<file path="src/rtl/bsg_fakeram_arb_pkg.sv">
// Shared types and default geometry for the two-port fakeram arbiter.
package bsg_fakeram_arb_pkg;

    localparam int fakeram_els_gp        = 512;
    localparam int fakeram_width_gp      = 64;
    localparam int fakeram_addr_width_gp = 9;

    typedef enum logic {
        e_init,
        e_idle
    } state_e;

endpackage

</file>
<file path="src/rtl/bsg_fakeram_arb_rr2.sv">
// Two-input round-robin arbiter: combinational grant, pointer flips to the
// other port after every grant so a continuously requesting pair alternates.
module bsg_fakeram_arb_rr2 (
    input  logic       clk_i,
    input  logic       reset_n_i,
    input  logic [1:0] req_i,
    output logic [1:0] grant_o
);

    // ptr_r = 1 means port 1 wins a tie
    logic ptr_r;

    always_comb begin
        // NOTE: grant_o is defaulted first so every path assigns it and no latch is inferred.
        grant_o = 2'b00;
        if (req_i == 2'b11) begin
            grant_o = ptr_r ? 2'b10 : 2'b01;
        end else begin
            grant_o = req_i;
        end
    end

    always_ff @(posedge clk_i or negedge reset_n_i) begin
        if (!reset_n_i) begin
            ptr_r <= 1'b0;
        end else if (|grant_o) begin
            // NOTE: non-blocking so the pointer updates from pre-edge values like every other flop.
            ptr_r <= grant_o[0];
        end
    end

endmodule

</file>
<file path="src/rtl/bsg_fakeram_512x64_arb.sv">
// Two-port arbiter in front of one single-port 512x64 fakeram macro.
// Define BSG_FAKERAM_ARB_INIT_EN to zero the whole macro after reset.
module bsg_fakeram_512x64_arb
    import bsg_fakeram_arb_pkg::*;
#(
    parameter int els_p        = fakeram_els_gp,
    parameter int width_p      = fakeram_width_gp,
    parameter int addr_width_p = fakeram_addr_width_gp
) (
    input  logic                      clk_i,
    input  logic                      reset_n_i,
    input  logic [1:0]                v_i,
    input  logic [1:0]                w_i,
    input  logic [2*addr_width_p-1:0] addr_i,
    input  logic [2*width_p-1:0]      data_i,
    input  logic [2*width_p-1:0]      mask_i,
    output logic [1:0]                ready_o,
    output logic [width_p-1:0]        data_o,
    output logic [1:0]                v_o,
    input  logic [1:0]                yumi_i,
    output logic                      init_done_o,
    output logic                      mem_ce_o,
    output logic                      mem_we_o,
    output logic [addr_width_p-1:0]   mem_addr_o,
    output logic [width_p-1:0]        mem_wd_o,
    output logic [width_p-1:0]        mem_mask_o,
    input  logic [width_p-1:0]        mem_rd_i
);

    state_e                  state_r, state_n;
    logic [addr_width_p-1:0] init_addr_r;
    logic                    init_active, idle_active;
    logic [1:0]              elig, grant;
    logic [1:0]              rd_pend_r;
    logic [1:0]              v_r;
    logic [width_p-1:0]      resp_r [2];

`ifdef BSG_FAKERAM_ARB_INIT_EN
    localparam state_e reset_state_lp = e_init;
    assign init_done_o = (state_r == e_idle);
`else
    localparam state_e reset_state_lp = e_idle;
    assign init_done_o = 1'b1;
`endif

    always_ff @(posedge clk_i or negedge reset_n_i) begin
        if (!reset_n_i) begin
            state_r     <= reset_state_lp;
            init_addr_r <= '0;
        end else begin
            state_r <= state_n;
            if (state_r == e_init) begin
                init_addr_r <= init_addr_r + 1'b1;
            end
        end
    end

    always_comb begin
        state_n = state_r;
        if (state_r == e_init && init_addr_r == addr_width_p'(els_p - 1)) begin
            state_n = e_idle;
        end
    end

    // Gated with reset so ready/ce read as idle while reset is held.
    assign init_active = reset_n_i && (state_r == e_init);
    assign idle_active = reset_n_i && (state_r == e_idle);

    // A pending response blocks its port; a same-cycle yumi does not unblock it.
    assign elig = v_i & ~v_r & {2{idle_active}};

    bsg_fakeram_arb_rr2 rr (
        .clk_i    (clk_i),
        .reset_n_i(reset_n_i),
        .req_i    (elig),
        .grant_o  (grant)
    );

    assign ready_o = grant;

    always_comb begin
        mem_ce_o   = 1'b0;
        mem_we_o   = 1'b0;
        mem_addr_o = '0;
        mem_wd_o   = '0;
        mem_mask_o = '0;
        if (init_active) begin
            mem_ce_o   = 1'b1;
            mem_we_o   = 1'b1;
            mem_addr_o = init_addr_r;
            mem_mask_o = '1;
        end else if (grant[1]) begin
            mem_ce_o   = 1'b1;
            mem_we_o   = w_i[1];
            mem_addr_o = addr_i[addr_width_p +: addr_width_p];
            mem_wd_o   = data_i[width_p +: width_p];
            mem_mask_o = mask_i[width_p +: width_p];
        end else if (grant[0]) begin
            mem_ce_o   = 1'b1;
            mem_we_o   = w_i[0];
            mem_addr_o = addr_i[0 +: addr_width_p];
            mem_wd_o   = data_i[0 +: width_p];
            mem_mask_o = mask_i[0 +: width_p];
        end
    end

    // Macro read data appears the cycle after the grant; capture it then.
    always_ff @(posedge clk_i or negedge reset_n_i) begin
        if (!reset_n_i) begin
            rd_pend_r <= 2'b00;
            v_r       <= 2'b00;
            // NOTE: only these two response words are reset, so data_o is 0 out of reset; the macro array itself is never reset here.
            for (int k = 0; k < 2; k++) begin
                resp_r[k] <= '0;
            end
        end else begin
            rd_pend_r <= grant & ~w_i;
            for (int k = 0; k < 2; k++) begin
                if (rd_pend_r[k]) begin
                    resp_r[k] <= mem_rd_i;
                    v_r[k]    <= 1'b1;
                end else if (yumi_i[k]) begin
                    v_r[k] <= 1'b0;
                end
            end
        end
    end

    assign v_o    = v_r;
    assign data_o = (v_r[1] && !v_r[0]) ? resp_r[1] : resp_r[0];

endmodule

</file>
<file path="config.mk">
export PLATFORM = sky130hd
export DESIGN_NAME = bsg_fakeram_512x64_arb
export DESIGN_NICKNAME = d
export VERILOG_FILES = /design/src/rtl/bsg_fakeram_arb_pkg.sv /design/src/rtl/bsg_fakeram_arb_rr2.sv /design/src/rtl/bsg_fakeram_512x64_arb.sv
export SDC_FILE = /design/constraint.sdc
export NUM_CORES = 1
export LEC_CHECK = 0
export BUFFER_PORTS_ARGS = -buffer_cell sky130_fd_sc_hd__buf_2
export CORE_AREA = 2 2 217 219
export CTS_CLUSTER_DIAMETER = 150
export DETAILED_ROUTE_END_ITERATION = 10
export DIE_AREA = 0 0 219 221
export HOLD_SLACK_MARGIN = 0.08
export PLACE_DENSITY = 0.4
export SETUP_SLACK_MARGIN = 0.2
export SLEW_MARGIN = 20
export SYNTH_ARGS = -nofsm -noshare
export SYNTH_HDL_FRONTEND = slang
export SYNTH_SLANG_ARGS = --single-unit
</file>
<file path="constraint.sdc">
create_clock -name clk_i -period 2.3 [get_ports clk_i]
set_input_delay 0.575 -clock clk_i [delete_from_list [all_inputs] [get_ports clk_i]]
set_output_delay 0.575 -clock clk_i [all_outputs]
set_load 0.005 [all_outputs]
</file>
==> impl_metrics.csv <==
group,metric,value,unit
pwr,finalPower,0.0104,W
setup_path,endpoint_kind,"output port",
setup_path,slowest_stage,"o311a_4",
sta,period_needed,2630,ps
setup_path,cp-startpoint,"rr.ptr_r",
clock_tree,cts_buffer_depth,2,
pwr,leakage,6.52,nW
yosys,synth_most_common_cell,"mux2_2",
worst_hold_path,hold_class,"in -> reg",
sta,hold_violations,0,
placed_design,port_buffers,552,
yosys,ys_warn_count,0,
setup_path,worst_setup_path_start_kind,"flop",
final_layout,syn_to_final_growth,84.3,%
sta,rsz0062_at_grt,"yes",
setup_path,rr_worst_depth,5,
final_layout,nFillCells,4866,
pwr,power_frac_seq,0.327,
yosys,synthTopCellsByCount,"mux2_2 (192), a22o_1 (138), dfrtp_1 (133)",
yosys,netlist_area,7140,sq um
pwr,clock_power_share,0.278,
grt,gr-usage-all-layers,0.201,
setup_path,cp_top_family,"compound AO/OA/AOI/OAI gates",
die,dieArea,48400,sq um
setup_path,worst-path-buf-inv,3,
die,die_w,219,um
grt,grt_pass1_vias,7591,
route,wl,51200,um
yosys,synth.net_count,879,
final_layout,drive_above_1_share,0.780,
yosys,yosysUniqueCellTypes,19,
clock_tree,cts_tree,"built",
status,outcome,"finished, violations left",
die,start_util,0.155,
setup_path,required,1730,ps
yosys,async_flop_share,1.00,
pwr,pwr_density_cell,791,nW/um^2
setup_path,crit_fanout,28,
setup_path,crit_arrival,2060,ps
grt,grt_max_degree,64,
pwr,switching_share,0.301,
yosys,synth_edf_count,0,
pwr,combPwrFrac,0.395,
yosys,synth_cells,533,
sta,timing.fmax,380,MHz
die,die_y,221,um
yosys,synth_top_cell_area_share,0.466,
final_layout,multi_input_area,3760,sq um
sta,worst_slack,-333,ps
sta,finalCritPeriodShare,1.14,
grt,grt_overflow_total,0,
sta,fin_skew,9.50,ps
pwr,peakVddDrop,0.452,mV
status,violations,"negative setup slack",
grt,grt_pass1_wl,65400,um
yosys,synth_ff_type,"dfrtp_1",
sta,setup_violations,204,
clock_tree,path_clk_slew,60,ps
yosys,syn_avg_cell_area,13.4,sq um
die,fp-row-count,79,
placed_design,placed_cell_area,10900,sq um
setup_path,path_depth,5,
die,pin_count,554,
final_layout,nets,1483,
route,drtIter0Drc,336,
die,core_area,46100,sq um
final_layout,finalCoreUtilization,0.286,
route,first_pass_iters,4,
clock_tree,htreeDepth,4,
worst_hold_path,worstHoldPathCells,2,
setup_path,path_cells,"o311a_4, buf_12, buf_16, a22o_4, buf_6",
sta,relSlewSlack,0.441,
route,vias,7408,
route,avgRoutedWirePerCell,29.1,um
route,vias_per_cell,4.20,
placed_design,gp_congestion,0.986,
worst_hold_path,min_from,"w_i[1]",
placed_design,dp_hpwl,40200,um
yosys,synth-seq-cells,133,
final_layout,seqCellArea,3330,sq um
clock_tree,clock_sinks,133,
final_layout,fin_area,13200,sq um
setup_path,slowest_delay,470,ps
sta,tightest_slew,838,ps
route,ant_nets,0,
route,drc_errors,0,
yosys,yosys.area.top_type,"dfrtp_1",
yosys,synth.area.top_cells,"dfrtp_1 (47%), mux2_2 (30%), a22o_1 (17%), buf_2 (2.5%), buf_6 (1.7%)",
pwr,p_sw,0.00313,W
grt,antenna_found_initial,16,
pwr,intPower,0.00727,W
clock_tree,clock_latency,420,ps
setup_path,reg2reg_from,"v_o[1]",
clock_tree,numCtsBuffers,17,
setup_path,crit_type,"reg -> out",
placed_design,place_worst_setup_slack,-343,ps
sta,drv_slew,0,
clock_tree,clockRootBuffer,"clkbuf_16",
yosys,seq_area_frac_synth,0.466,
job,drv_cap,0,
-- kinds of logic (layout without fill, tap and decap cells) --
logic type / Yosys count / count (layout) / synth area share
muxes: 192 / 192 / 0.303
AOI/OAI and AO/OA: 145 / 145 / 0.177
DFF: 133 / 133 / 0.466
buffers and inverters: 56 / 673 / 0.0479
and+or+nand+nor: 6 / 6 / 0.00579
other: 1 / 7 / 0.000525
-- power by group through the flow --
stage          Clock, W  Combinational, W  Sequential, W
2_1_floorplan         0           0.00166        0.00333
3_3_place_gp          0           0.00332        0.00342
3_5_place_dp          0           0.00334        0.00344
4_1_cts         0.00299           0.00390        0.00340
5_1_grt         0.00310           0.00438        0.00349
6_report        0.00289           0.00411        0.00340
-- path summary, 6_finish.rpt --
| path | endpoint | slack, ps |
|---|---|---|
| min in group asynchronous | resp_r[126] | 360 |
| max in group asynchronous | resp_r[64] | 580 |
| min | rd_pend_r[1] | 330 |
| min reg2reg | resp_r[74] | 500 |
| max | mem_wd_o[46] | -330 |
| max reg2reg | rd_pend_r[1] | 830 |
-- per-layer routing --
layer  track usage  routed length, um  vias to the layer above
met3        0.0513               3900                       82
met1         0.223              18700                     3685
met2         0.353              26000                      348
met5             0                 82                        -
li1              -                  -                     3281
met4         0.101               2590                       12
-- state kept, by name, indices dropped and copies added, names as in the netlist --
signal and cells:
v_o 2, resp_r 128, rd_pend_r 2, rr.ptr_r 1
-- layout by cell type (no fill, tap or decap), types with 2 or more instances in the layout --
cell	count
buf_4	21
clkinv_4	2
a22o_4	30
inv_1	3
bufinv_16	3
buf_6	101
a21o_1	2
buf_8	14
inv_8	2
dfrtp_2	2
diode_2	6
buf_12	15
a22o_1	108
inv_6	5
nor2b_1	3
buf_16	9
buf_2	467
mux2_2	192
clkbuf_16	27
dfrtp_1	131
-- what timing repair did --
action,CTS,global route
endpoints found under the setup margin,204,205
endpoints found under the hold margin,9,0
gates resized for setup,123,97
hold buffers,1,0
cloned,7,11
setup buffers,12,4
pin swaps,1,85
-- area by class of cell --
class / instances / area share
tap: 607 / 0.0577
timing repair buffer: 638 / 0.354
clock inverter: 14 / 0.0142
antenna: 6 / 0.00114
sequential: 133 / 0.253
clock buffer: 18 / 0.0334
multi-input combinational: 344 / 0.286
inverter: 3 / 0.000856
-- per-stage QoR --
| step | instances | hold slack [ps] | setup TNS, ps |
|---|---|---|---|
| finish | 1763 | 325 | -50220 |
| global route | 1760 | 315 | -67750 |
| CTS | 1742 | 300 | -53900 |
| detailed placement | 1690 | 490 | -20600 |
| global placement | 1690 | 483 | -19120 |
| floorplan | 533 | 279 | 0 |
Power figures use the tool's default switching activity.
